$ cat src/rtl/mcs4_axi_loader.sv
// Single-command AXI4 burst initiator for the mcs4_sys slave port.
// Write and read streams pass straight through; completion is signalled by a done/err pulse.
module mcs4_axi_loader #(
  parameter int ADDR_WIDTH = 14,
  parameter int DATA_WIDTH = 32
) (
  input  logic                    clk,
  input  logic                    rst,
  input  logic                    cmd_valid,
  output logic                    cmd_ready,
  input  logic                    cmd_write,
  input  logic [ADDR_WIDTH-1:0]   cmd_addr,
  input  logic [7:0]              cmd_len,
  input  logic [DATA_WIDTH-1:0]   wr_data,
  input  logic [DATA_WIDTH/8-1:0] wr_strb,
  input  logic                    wr_valid,
  output logic                    wr_ready,
  output logic [DATA_WIDTH-1:0]   rd_data,
  output logic                    rd_last,
  output logic                    rd_valid,
  input  logic                    rd_ready,
  output logic                    done,
  output logic                    err,
  output logic                    busy,
  output logic [ADDR_WIDTH-1:0]   m_axi_awaddr,
  output logic [7:0]              m_axi_awlen,
  output logic                    m_axi_awvalid,
  input  logic                    m_axi_awready,
  output logic [DATA_WIDTH-1:0]   m_axi_wdata,
  output logic [DATA_WIDTH/8-1:0] m_axi_wstrb,
  output logic                    m_axi_wlast,
  output logic                    m_axi_wvalid,
  input  logic                    m_axi_wready,
  output logic [ADDR_WIDTH-1:0]   m_axi_araddr,
  output logic [7:0]              m_axi_arlen,
  output logic                    m_axi_arvalid,
  input  logic                    m_axi_arready,
  input  logic [DATA_WIDTH-1:0]   m_axi_rdata,
  input  logic [1:0]              m_axi_rresp,
  input  logic                    m_axi_rlast,
  input  logic                    m_axi_rvalid,
  output logic                    m_axi_rready
);

  typedef enum logic [2:0] {S_IDLE, S_AW, S_W, S_AR, S_R} state_t;

  state_t                state_q, state_d;
  logic [ADDR_WIDTH-1:0] addr_q, addr_d;
  logic [7:0]            len_q, len_d;
  logic [8:0]            cnt_q, cnt_d;
  logic                  flag_q, flag_d;
  logic                  done_q, done_d;
  logic                  err_q, err_d;

  logic in_w, in_r, last, w_hs, r_hs, beat_bad;

  assign in_w     = (state_q == S_W);
  assign in_r     = (state_q == S_R);
  assign last     = (cnt_q == {1'b0, len_q});
  assign w_hs     = in_w && wr_valid && m_axi_wready;
  assign r_hs     = in_r && m_axi_rvalid && rd_ready;
  // The slave's rlast is only checked, never trusted to end the burst.
  assign beat_bad = (m_axi_rresp != 2'b00) || (m_axi_rlast != last);

  always_comb begin
    state_d = state_q;
    addr_d  = addr_q;
    len_d   = len_q;
    cnt_d   = cnt_q;
    flag_d  = flag_q;
    done_d  = 1'b0;
    err_d   = 1'b0;
    case (state_q)
      S_IDLE: if (cmd_valid) begin
        addr_d  = cmd_addr & ~ADDR_WIDTH'(3);
        len_d   = cmd_len;
        cnt_d   = 9'd0;
        flag_d  = 1'b0;
        state_d = cmd_write ? S_AW : S_AR;
      end
      S_AW: if (m_axi_awready) state_d = S_W;
      S_W: if (w_hs) begin
        cnt_d = cnt_q + 9'd1;
        if (last) begin
          state_d = S_IDLE;
          done_d  = 1'b1;
        end
      end
      S_AR: if (m_axi_arready) state_d = S_R;
      S_R: if (r_hs) begin
        cnt_d  = cnt_q + 9'd1;
        flag_d = flag_q || beat_bad;
        if (last) begin
          state_d = S_IDLE;
          done_d  = 1'b1;
          err_d   = flag_q || beat_bad;
        end
      end
      default: state_d = S_IDLE;
    endcase
  end

  always_ff @(posedge clk) begin
    if (rst) begin
      state_q <= S_IDLE;
      addr_q  <= '0;
      len_q   <= '0;
      cnt_q   <= '0;
      flag_q  <= 1'b0;
      done_q  <= 1'b0;
      err_q   <= 1'b0;
    end else begin
      state_q <= state_d;
      addr_q  <= addr_d;
      len_q   <= len_d;
      cnt_q   <= cnt_d;
      flag_q  <= flag_d;
      done_q  <= done_d;
      err_q   <= err_d;
    end
  end

  // cmd_ready is gated by rst so it is low for the whole reset window.
  assign cmd_ready     = (state_q == S_IDLE) && !rst;
  assign busy          = (state_q != S_IDLE);
  assign done          = done_q;
  assign err           = err_q;

  assign m_axi_awaddr  = addr_q;
  assign m_axi_awlen   = len_q;
  assign m_axi_awvalid = (state_q == S_AW);
  assign m_axi_araddr  = addr_q;
  assign m_axi_arlen   = len_q;
  assign m_axi_arvalid = (state_q == S_AR);

  assign m_axi_wvalid  = in_w && wr_valid;
  assign wr_ready      = in_w && m_axi_wready;
  assign m_axi_wdata   = wr_data;
  assign m_axi_wstrb   = wr_strb;
  assign m_axi_wlast   = in_w && last;

  assign rd_valid      = in_r && m_axi_rvalid;
  assign m_axi_rready  = in_r && rd_ready;
  assign rd_data       = m_axi_rdata;
  assign rd_last       = in_r && last;

endmodule

$ cat config.mk
export PLATFORM = sky130hd
export DESIGN_NAME = mcs4_axi_loader
export DESIGN_NICKNAME = d
export VERILOG_FILES = /design/src/rtl/mcs4_axi_loader.sv
export SDC_FILE = /design/constraint.sdc
export NUM_CORES = 1
export LEC_CHECK = 0
export BUFFER_PORTS_ARGS = -buffer_cell sky130_fd_sc_hd__buf_2
export CAP_MARGIN = 20
export CORE_MARGIN = 4
export CORE_UTILIZATION = 33
export DETAILED_ROUTE_END_ITERATION = 10
export GPL_TIMING_DRIVEN = 0
export PLACE_DENSITY = 0.74
export SYNTH_ARGS = -nofsm -noshare
export SYNTH_HDL_FRONTEND = slang
export SYNTH_SLANG_ARGS = --single-unit
$ cat constraint.sdc
create_clock -name clk -period 1.7 [get_ports clk]
set_input_delay 0.34 -clock clk [delete_from_list [all_inputs] [get_ports clk]]
set_output_delay 0.34 -clock clk [all_outputs]
set_load 0.02 [all_outputs]
* Word level (Yosys, flattened, before mapping)
Index checks and enable logic that the tools add are counted.
Operators by class: reductions and logical operators 22, equal/unequal tests 11, bitwise gates (word level) 3, add/subtract/negate cells 1, multiplexer cells 19
Operators with widths (count):
- 9-bit 2-to-1 mux | 3
- 9-bit one-hot mux with 3 select lines | 1
- 3-bit 2-to-1 mux | 6
- 3-bit one-hot mux with 5 select lines | 1
- 9-bit by 1-bit adder with 9-bit output (second input constant) | 1
- 9-bit by 8-bit == test with 1-bit output | 1
- 1-bit logical AND | 9
- 2-bit by 1-bit != test with 1-bit output (second input constant) | 4
- 3-bit by 2-bit == test with 1-bit output (second input constant) | 2
- 3-bit nonzero test | 2
- 1-bit 2-to-1 mux | 5
- 5-bit AND reduction | 1
- 1-bit one-hot mux with 2 select lines | 2
- 4-bit AND reduction | 1
- 2-bit nonzero test | 2
- 4-bit OR reduction | 1
- 3-bit by 1-bit == test with 1-bit output (second input constant) | 1
- 3-bit == test (second input constant) | 1
- 3-bit zero test | 1
- 1-bit NOT | 3
- 3-bit AND reduction | 1
- 1-bit logical OR | 2
- 2-bit 2-to-1 mux | 1
- 2-bit != test (second input constant) | 1
- other kinds (3) | 3
Word-level totals: flip-flop bits (word level) 35, word-level logic and storage cells 63, bits of input ports 103

* Logic depth before layout (Yosys ltp)
Gate-level depths: netlist of the first run.
word-level depth 6, gate-level depth with buffers 7

* Worst setup path after synthesis of the first run
OpenSTA, ideal clock, no wires.
path type reg-to-output, start point register len_q[7] (netlist: m_axi_arlen[7]), end point output rd_last, slack -0.246 ns, arrival time 1.606 ns, data required time 1.360 ns, path buffers 1, cell stages (with the launch flop) 6, cell sequence dfxtp_1 -> xnor2_2 -> nand3_1 -> or4_4 -> buf_6 -> nor2_1
Between the ends: longest elaborated chain between the ends 2
Ends and longest elaborated chain:
- start, declared | RTL line 49 | logic [7:0] len_q, len_d;
- start signal, assigned | RTL line 115 | len_q <= len_d;
- 9-bit by 8-bit == test with 1-bit output | RTL line 59 | assign last = (cnt_q == {1'b0, len_q});
- 1-bit logical AND | RTL line 145 | assign rd_last = in_r && last;
- end, declared | RTL line 19 | output logic rd_last,
Every way passes these cells.

* Final worst setup path of the first run
start point register cnt_q[5], end point output m_axi_wlast
Between the ends: longest elaborated chain between the ends 2
Ends and longest elaborated chain:
- start, declared | RTL line 50 | logic [8:0] cnt_q, cnt_d;
- start signal, assigned | RTL line 116 | cnt_q <= cnt_d;
- 9-bit by 8-bit == test with 1-bit output | RTL line 59
- 1-bit logical AND | RTL line 140 | assign m_axi_wlast = in_w && last;
- end, declared | RTL line 31 | output logic m_axi_wlast,
Every way passes these cells.

==> results of run 1 <==
[cell type report]
cell class	instances	area [um2]	share of cell area [%]
multi-input combinational	161	961	26.7
timing repair buffer	162	863	24.0
buffer	102	757	21.1
sequential	35	741	20.6
tap	96	120	3.34
clock buffer	6	72.6	2.02
clock inverter	2	60.1	1.67
inverter	5	18.8	0.522
[cells in the mapped netlist (3+ instances only)]
cell,number
buf_2,4
nand2_1,53
a21oi_1,23
nand3_1,5
clkbuf_1,5
inv_1,5
and3_1,4
or4_1,4
xnor2_1,6
a211oi_1,3
o211ai_1,5
nor3_1,6
xor2_1,4
and2_1,3
nor2_1,11
dfxtp_1,35
buf_4,92
[power by group]
part | switching (W) | internal, W
logic | 0.00103 | 0.000816
clock network | 0.000312 | 0.000586
registers | 0.000113 | 0.000933
total | 0.00146 | 0.00234
[per-layer routing]
layer	vias up	track usage, %	wire [um]
met4	0	5.82	90
met1	1145	17.7	2680
li1	1245	-	-
met3	7	4.63	695
met2	143	29.1	3970
met5	-	0	0
[worst paths after layout]
kind | from | to | slack [ns] | cells past startpoint
hold / removal | m_axi_rlast | err$_SDFF_PP0_ | 0.26 | 2
setup reg to reg | cnt_q[5]$_SDFFE_PP0P_ | flag_q$_SDFFE_PP0P_ | -0.13 | 6
hold reg to reg | m_axi_araddr[3]$_SDFFE_PP0P_ | m_axi_araddr[3]$_SDFFE_PP0P_ | 0.47 | 2
setup / recovery | cnt_q[5]$_SDFFE_PP0P_ | m_axi_wlast | -0.43 | 5
[flip-flops by register name, summed over array words and instances (netlist names)]
| register | flops |
|---|---|
| err | 1 |
| m_axi_arlen | 8 |
| done | 1 |
| flag_q | 1 |
| m_axi_araddr | 12 |
| cnt_q | 9 |
| state_q | 3 |
[layout by cell type, fill, tap and decap left out, types with 3 or more instances in the layout]
master / netlist / layout
clkbuf_1: 5 / 6
nand3_1: 5 / 5
nand2_1: 53 / 53
a21oi_1: 23 / 22
buf_6: 1 / 5
nor2_1: 11 / 10
buf_4: 92 / 104
and2_1: 3 / 3
and3_1: 4 / 4
o211ai_1: 5 / 5
conb_1: 1 / 4
or4_1: 4 / 4
xnor2_2: 1 / 4
dfxtp_1: 35 / 19
inv_1: 5 / 5
xnor2_1: 6 / 3
dfxtp_2: 0 / 8
buf_2: 4 / 147
clkbuf_8: 1 / 6
xor2_1: 4 / 4
dfxtp_4: 0 / 8
nor3_1: 6 / 5
[metrics by stage]
| stage | hold WS, ns | std cells |
|---|---|---|
| floorplan | 0.433 | 304 |
| global placement | 0.460 | 552 |
| detailed placement | 0.466 | 552 |
| CTS | 0.259 | 566 |
| global route | 0.261 | 569 |
| finish | 0.265 | 569 |
[logic make-up after synthesis]
kind of cell	count (synthesis)
other cells	1
compound gates	44
simple gates	99
flops	35
xor+xnor	11
buf+inv	108
fa+ha+maj	1
mux	2
[timing repair]
action                     4_1_cts  5_1_grt
setup endpoints to repair       10       31
hold buffers                     0        0
pin swaps                        5        7
setup buffers                    7        3
gates resized for setup         27       10
==> flow_metrics.tcl, run 1 <==
set metrics [dict create \
    status "finished, violations left" \
    post-route-period-util_pct 125 \
    synth.distinct_cells 43 \
    fin_util_pct 52.3 \
    synthToLayoutAreaGrowth_pct 52.6 \
    synth-xor-area-share_pct 4.41 \
    dp_hpwl_um 5850 \
    ys_seq_area_share_pct 29.8 \
    fin_skew_ns 0.00541 \
    crit_buf_inv 1 \
    rsz0062_at_grt "true" \
    placed_cell_area_um2 3270 \
    dieArea_um2 8550 \
    worstSkewPairLatency_ns 0.29 \
    pwr_density_cell_nw_per_um2 1060 \
    drc 0 \
    synth_mux_area_share_pct 0.850 \
    ios 227 \
    synth_area_leader_cell "dfxtp_1" \
    maxCapViolCount 0 \
    critical_path_required_ns 1.36 \
    netlist_area_um2 2350 \
    yosys_register_bits 35 \
    path_max_fanout 5 \
    vdd_drop_max_mv 0.520 \
    final-setup-viol-count 4 \
    async_reset_ff_share_pct 0 \
    root_buffer "clkbuf_8" \
    antenna_found_initial 0 \
    start_util_pct 34.3 \
    crit_family "simple AND/OR/NAND/NOR gates" \
    track_usage_pct 16.1 \
    crit_arrival_ns 1.79 \
    power.leakage_nw 1.91 \
    synth_top_cell_area_share_pct 29.8 \
    n_fill_cell 664 \
    finalWirelength_um 7440 \
    setup_tns_ns -0.898 \
    ys.flop_type "dfxtp_1" \
    gp_congestion 0.847 \
    criticalPathCategory "reg -> out" \
    preCtsSetupSlack_ns -0.272 \
    synth-simple-area-share_pct 19.9 \
    synthAdderAreaFrac_pct 0.531 \
    fmax_ghz 0.470 \
    stdcell_area_um2 3590 \
    wl_per_cell_um 13.1 \
    drive_gt1_share_pct 62.6 \
    grt_pass1_vias 2431 \
    synth_top_family_by_area "buffers and inverters" \
    die_height_um 92.5 \
    vias 2540 \
    grt-ovfl-total 0 \
    tightest_slew_ns 0.541 \
    max_slew_margin_pct 63.9 \
    min_path_type "in -> reg" \
    path_cells "xnor2_1, nand3_1, or4_4, and2b_2, buf_6" \
    synth_compound_area_share_pct 11.6 \
    synthCells 301 \
    drtIter0Drc 108 \
    num_rows 30 \
    cts.sinks 35 \
    hold_viol 0 \
    die_w_um 92.5 \
    antenna-diode-count 0 \
    grt_max_degree 12 \
    nets 576 \
    maxSlewViolCount 0 \
    slowest_delay_ns 0.53 \
    io_buffers 152 \
    crit_path_end_kind "output port" \
    cts.clk_slew.worst_paths_ns 0.08 \
    cts_tree "yes" \
    min_period_ns 2.13 \
    htreeDepth 2 \
    first_pass_iters 4 \
    failed_checks "setup timing" \
    fin_ws_ns -0.428 \
    numCtsBuffers 5 \
    synth_area_leaders "dfxtp_1, buf_4, nand2_1, a21oi_1, xnor2_1" \
    finalPower_w 0.00379 \
    synth_edf_count 0 \
    grt_pass1_wl_um 11100 \
    design.core.area_um2 6870 \
    critPathLaunchType "flop" \
    clock_path_buffers 2 \
    syn_avg_cell_area_um2 7.82 \
    yosysWarningCount 0 \
    worst_path_max_delay_cell "or4_4" \
    avgViaCountPerCell 4.46 \
    final_antenna_net_count 0 \
]
Power figures use the tool's default switching activity.
==> run 2: changes to the inputs <==
- CORE_UTILIZATION: 33 -> 37
- PLACE_DENSITY: 0.74 -> 0.79
- clock period: 1.7 -> 2.43 ns (I/O delays scaled with it)
==> flow_metrics.tcl, run 2 (synthesis results as in run 1) <==
set metrics [dict create \
    dp_hpwl_um 5870 \
    design.core.area_um2 6060 \
    instances_no_fill 539 \
    finalWirelength_um 6910 \
    ctsHoldBuffers 0 \
    cts_tree "yes" \
    status "complete, no violations" \
    crit_family "simple AND/OR/NAND/NOR gates" \
    antenna_found_initial 0 \
    grt_max_degree 13 \
    critical_path_required_ns 1.94 \
    power.leakage_nw 1.82 \
    gp_congestion 0.884 \
    grt_pass1_vias 2366 \
    cts.clk_slew.worst_paths_ns 0.07 \
    post_cts_buffers 0 \
    htreeDepth 2 \
    maxCapViolCount 0 \
    crit_path_end_kind "output port" \
    io_buffers 152 \
    min_path_type "in -> reg" \
    wl_per_cell_um 12.8 \
    hold_viol 0 \
    slowest_delay_ns 0.44 \
    finalPower_w 0.00228 \
    maxSlewViolCount 0 \
    path_cells "xnor2_1, nand4_1, or4_4, buf_6, and2b_2, buf_2" \
    vdd_drop_max_mv 0.355 \
    avgViaCountPerCell 4.51 \
    num_rows 28 \
    first_pass_iters 4 \
    largest_reg_flops 12 \
    worstSkewPairLatency_ns 0.29 \
    die_w_um 87.8 \
    layout_common_cells "buf_2, buf_4, nand2_1, dfxtp_1, a21oi_1" \
    start_util_pct 38.9 \
    root_buffer "clkbuf_8" \
    drive_gt1_share_pct 59.5 \
    clock_path_buffers 2 \
    fin_skew_ns 0.00503 \
    ios 227 \
    crit_arrival_ns 1.91 \
    drc 0 \
    post-route-period-util_pct 98.4 \
    antenna-diode-count 0 \
    vias 2433 \
    tightest_slew_ns 0.711 \
    crit_buf_inv 2 \
    path_max_fanout 8 \
    fmax_ghz 0.418 \
    critPathLaunchType "flop" \
    nets 567 \
    dieArea_um2 7700 \
    max_slew_margin_pct 52.3 \
    cts_resized 3 \
    min_period_ns 2.39 \
    criticalPathCategory "reg -> out" \
    grt_pass1_wl_um 10600 \
    worst_path_max_delay_cell "dfxtp_1" \
    track_usage_pct 16.9 \
    drtIter0Drc 156 \
    n_fill_cell 586 \
    numCtsBuffers 5 \
    synthToLayoutAreaGrowth_pct 42.0 \
    pwr_density_cell_nw_per_um2 682 \
    cts.sinks 35 \
    dp_cells 531 \
    final-setup-viol-count 0 \
    grt-ovfl-total 0 \
    final_common_cell "buf_2" \
    final_antenna_net_count 0 \
    die_height_um 87.8 \
]
-- run 2: worst paths after layout --
check                                               endpoint  cells after the start  slack, ns                          from
worst max-delay path                             m_axi_wlast                      6       0.04         cnt_q[6]$_SDFFE_PP0P_
worst min-delay path                          err$_SDFF_PP0_                      2       0.41                   m_axi_rlast
worst max register to register           flag_q$_SDFFE_PP0P_                      6       0.63         cnt_q[6]$_SDFFE_PP0P_
worst min register to register  m_axi_araddr[4]$_SDFFE_PP0P_                      2       0.47  m_axi_araddr[4]$_SDFFE_PP0P_
-- run 2: routing by layer --
layer | vias up | global-route usage (%) | wire length [um]
met5 | - | 0 | 0
met4 | 0 | 5.58 | 93
met1 | 1085 | 18.8 | 2430
li1 | 1224 | - | -
met2 | 115 | 31.8 | 3870
met3 | 9 | 3.29 | 515
-- run 2: cell type report --
cell class / instances / area (um2) / share of cell area (%)
Timing Repair Buffer: 152 / 761 / 22.7
Sequential cell: 35 / 716 / 21.4
Tap cell: 75 / 93.8 / 2.81
Inverter: 5 / 18.8 / 0.561
Clock buffer: 5 / 68.8 / 2.06
Buffer: 103 / 754 / 22.6
Clock inverter: 3 / 20.0 / 0.599
Multi-Input combinational cell: 161 / 912 / 27.3
-- run 2: through the flow --
| stage | setup TNS (ns) | instance area, um2 | worst slack [ns] | utilization (%) | hold slack [ns] |
|---|---|---|---|---|---|
| global route | -0.00441 | 3340 | -0.00441 | 55.2 | 0.416 |
| detailed placement | 0 | 3220 | 0.295 | 53.1 | 0.463 |
| finish | 0 | 3340 | 0.0390 | 55.2 | 0.412 |
| floorplan | 0 | 2370 | 0.338 | - | 0.452 |
| CTS | 0 | 3310 | 0.0000573 | 54.7 | 0.401 |
| global placement | 0 | 3220 | 0.302 | 53.1 | 0.460 |
-- run 2: where the power goes --
group,internal [W],leakage [nW],switching [W]
logic,0.000475,1.49,0.000665
clock network,0.000199,0.0402,0.000213
registers,0.000652,0.290,0.0000773
total,0.00133,1.82,0.000955
==> run 3: changes to the inputs <==
- CORE_UTILIZATION: 37 -> 33
- HOLD_SLACK_MARGIN: not set -> 0.05
- PLACE_DENSITY: 0.79 -> 0.74
- clock period: 2.43 -> 2 ns (I/O delays scaled with it)
==> flow_metrics.tcl, run 3 (synthesis results as in run 1) <==
set metrics [dict create \
    clock_path_buffers 2 \
    path_max_fanout 3 \
    hold_viol 0 \
    grt_pass1_wl_um 10600 \
    num_rows 30 \
    pwr_density_cell_nw_per_um2 810 \
    critPathLaunchType "flop" \
    rsz0062_at_grt "true" \
    wl_per_cell_um 11.9 \
    largest_reg_flops 12 \
    fin_skew_ns 0.00624 \
    switching_share_pct 41.3 \
    p_sw_w 0.00117 \
    max_slew_margin_pct 53.7 \
    htreeDepth 2 \
    numCtsBuffers 5 \
    drtIter0Drc 111 \
    layout_common_cells "buf_2, buf_4, nand2_1, a21oi_1, dfxtp_1" \
    p_clk_share_pct 17.4 \
    final-setup-viol-count 2 \
    tightest_slew_ns 0.689 \
    p_int_w 0.00166 \
    drc 0 \
    comb_power_share_pct 51.4 \
    critical_path_required_ns 1.60 \
    vdd_drop_max_mv 0.429 \
    antenna-diode-count 0 \
    status "finished, violations left" \
    first_pass_iters 4 \
    final_common_cell "buf_2" \
    fmax_ghz 0.466 \
    grt_max_degree 11 \
    finalWirelength_um 6740 \
    cts.clk_slew.worst_paths_ns 0.07 \
    antenna_found_initial 0 \
    drive_gt1_share_pct 61.2 \
    cts.sinks 35 \
    failed_checks "setup timing" \
    cts_tree "yes" \
    post-route-period-util_pct 107 \
    dp_hpwl_um 5470 \
    maxSlewViolCount 0 \
    die_w_um 92.5 \
    power.leakage_nw 1.87 \
    nets 575 \
    instances_no_fill 568 \
    fin_ws_ns -0.145 \
    grt-ovfl-total 0 \
    crit_arrival_ns 1.75 \
    gp_congestion 0.845 \
    maxCapViolCount 0 \
    root_buffer "clkbuf_8" \
    die_height_um 92.5 \
    min_period_ns 2.15 \
    design.core.area_um2 6870 \
    criticalPathCategory "reg -> out" \
    dp_cells 552 \
    seq_power_share_pct 31.2 \
    ios 227 \
    crit_path_end_kind "output port" \
    final_antenna_net_count 0 \
    track_usage_pct 15.0 \
    grt_pass1_vias 2408 \
    vias 2480 \
    ctsHoldBuffers 0 \
    synthToLayoutAreaGrowth_pct 48.0 \
    avgViaCountPerCell 4.37 \
    io_buffers 152 \
    preCtsSetupSlack_ns -0.0485 \
    dieArea_um2 8550 \
    min_path_type "in -> reg" \
    start_util_pct 34.3 \
    worstSkewPairLatency_ns 0.28 \
]
-- run 3: routing by layer --
metal	GRT usage (%)	vias up	share of wire, %
met4	3.59	0	0.88
met2	28.9	118	55
li1	-	1244	-
met1	16.3	1114	37
met3	3.41	4	7.2
met5	0	-	0
-- run 3: metrics by stage --
step / power (W) / hold WS, ns / TNS [ns] / cell area (um2) / util [%]
2_1_floorplan: 0.00187 / 0.452 / 0 / 2370 / -
3_3_place_gp: 0.00225 / 0.460 / -0.0387 / 3250 / 47.3
4_1_cts: 0.00281 / 0.316 / -0.215 / 3460 / 50.4
3_5_place_dp: 0.00227 / 0.464 / -0.0485 / 3250 / 47.3
6_report: 0.00282 / 0.320 / -0.179 / 3490 / 50.7
5_1_grt: 0.00302 / 0.327 / -0.285 / 3490 / 50.7
-- run 3: path summary, 6_finish.rpt --
check,from,end,slack [ns],depth (start not counted)
worst max-delay path,cnt_q[2]$_SDFFE_PP0P_,m_axi_wlast,-0.15,5
worst max register to register,cnt_q[2]$_SDFFE_PP0P_,flag_q$_SDFFE_PP0P_,0.18,6
worst min-delay path,m_axi_rlast,err$_SDFF_PP0_,0.32,2
worst min register to register,m_axi_araddr[7]$_SDFFE_PP0P_,m_axi_araddr[7]$_SDFFE_PP0P_,0.47,2
-- run 3: layout make-up --
class	count	area [um2]
multi-input cells	161	936
well taps	96	120
plain buffers	102	746
repair buffers	161	841
flip-flops and latches	35	743
inverters	5	18.8
fillers	669	3380
clock buffers	7	76.3
clock inverters	1	5.00
-- run 3: critical path, cell delays in order (launching register included) --
cell     delay (ns)
dfxtp_4        0.35
xnor2_2        0.14
nand4_1        0.10
or4_4          0.52
and2b_2        0.24
buf_6          0.11
-- run 3: power groups by stage --
| stage | clock network [W] | registers, W | logic [W] |
|---|---|---|---|
| floorplan | 0 | 0.000948 | 0.000922 |
| global placement | 0 | 0.000889 | 0.00136 |
| detailed placement | 0 | 0.000892 | 0.00138 |
| CTS | 0.000511 | 0.000882 | 0.00142 |
| global route | 0.000545 | 0.000897 | 0.00158 |
| finish | 0.000491 | 0.000882 | 0.00145 |
-- run 3: repair_timing --
action,CTS,global route
setup endpoints to repair,4,4
pin swaps,6,1
gates resized for setup,33,3
buffers inserted,7,2
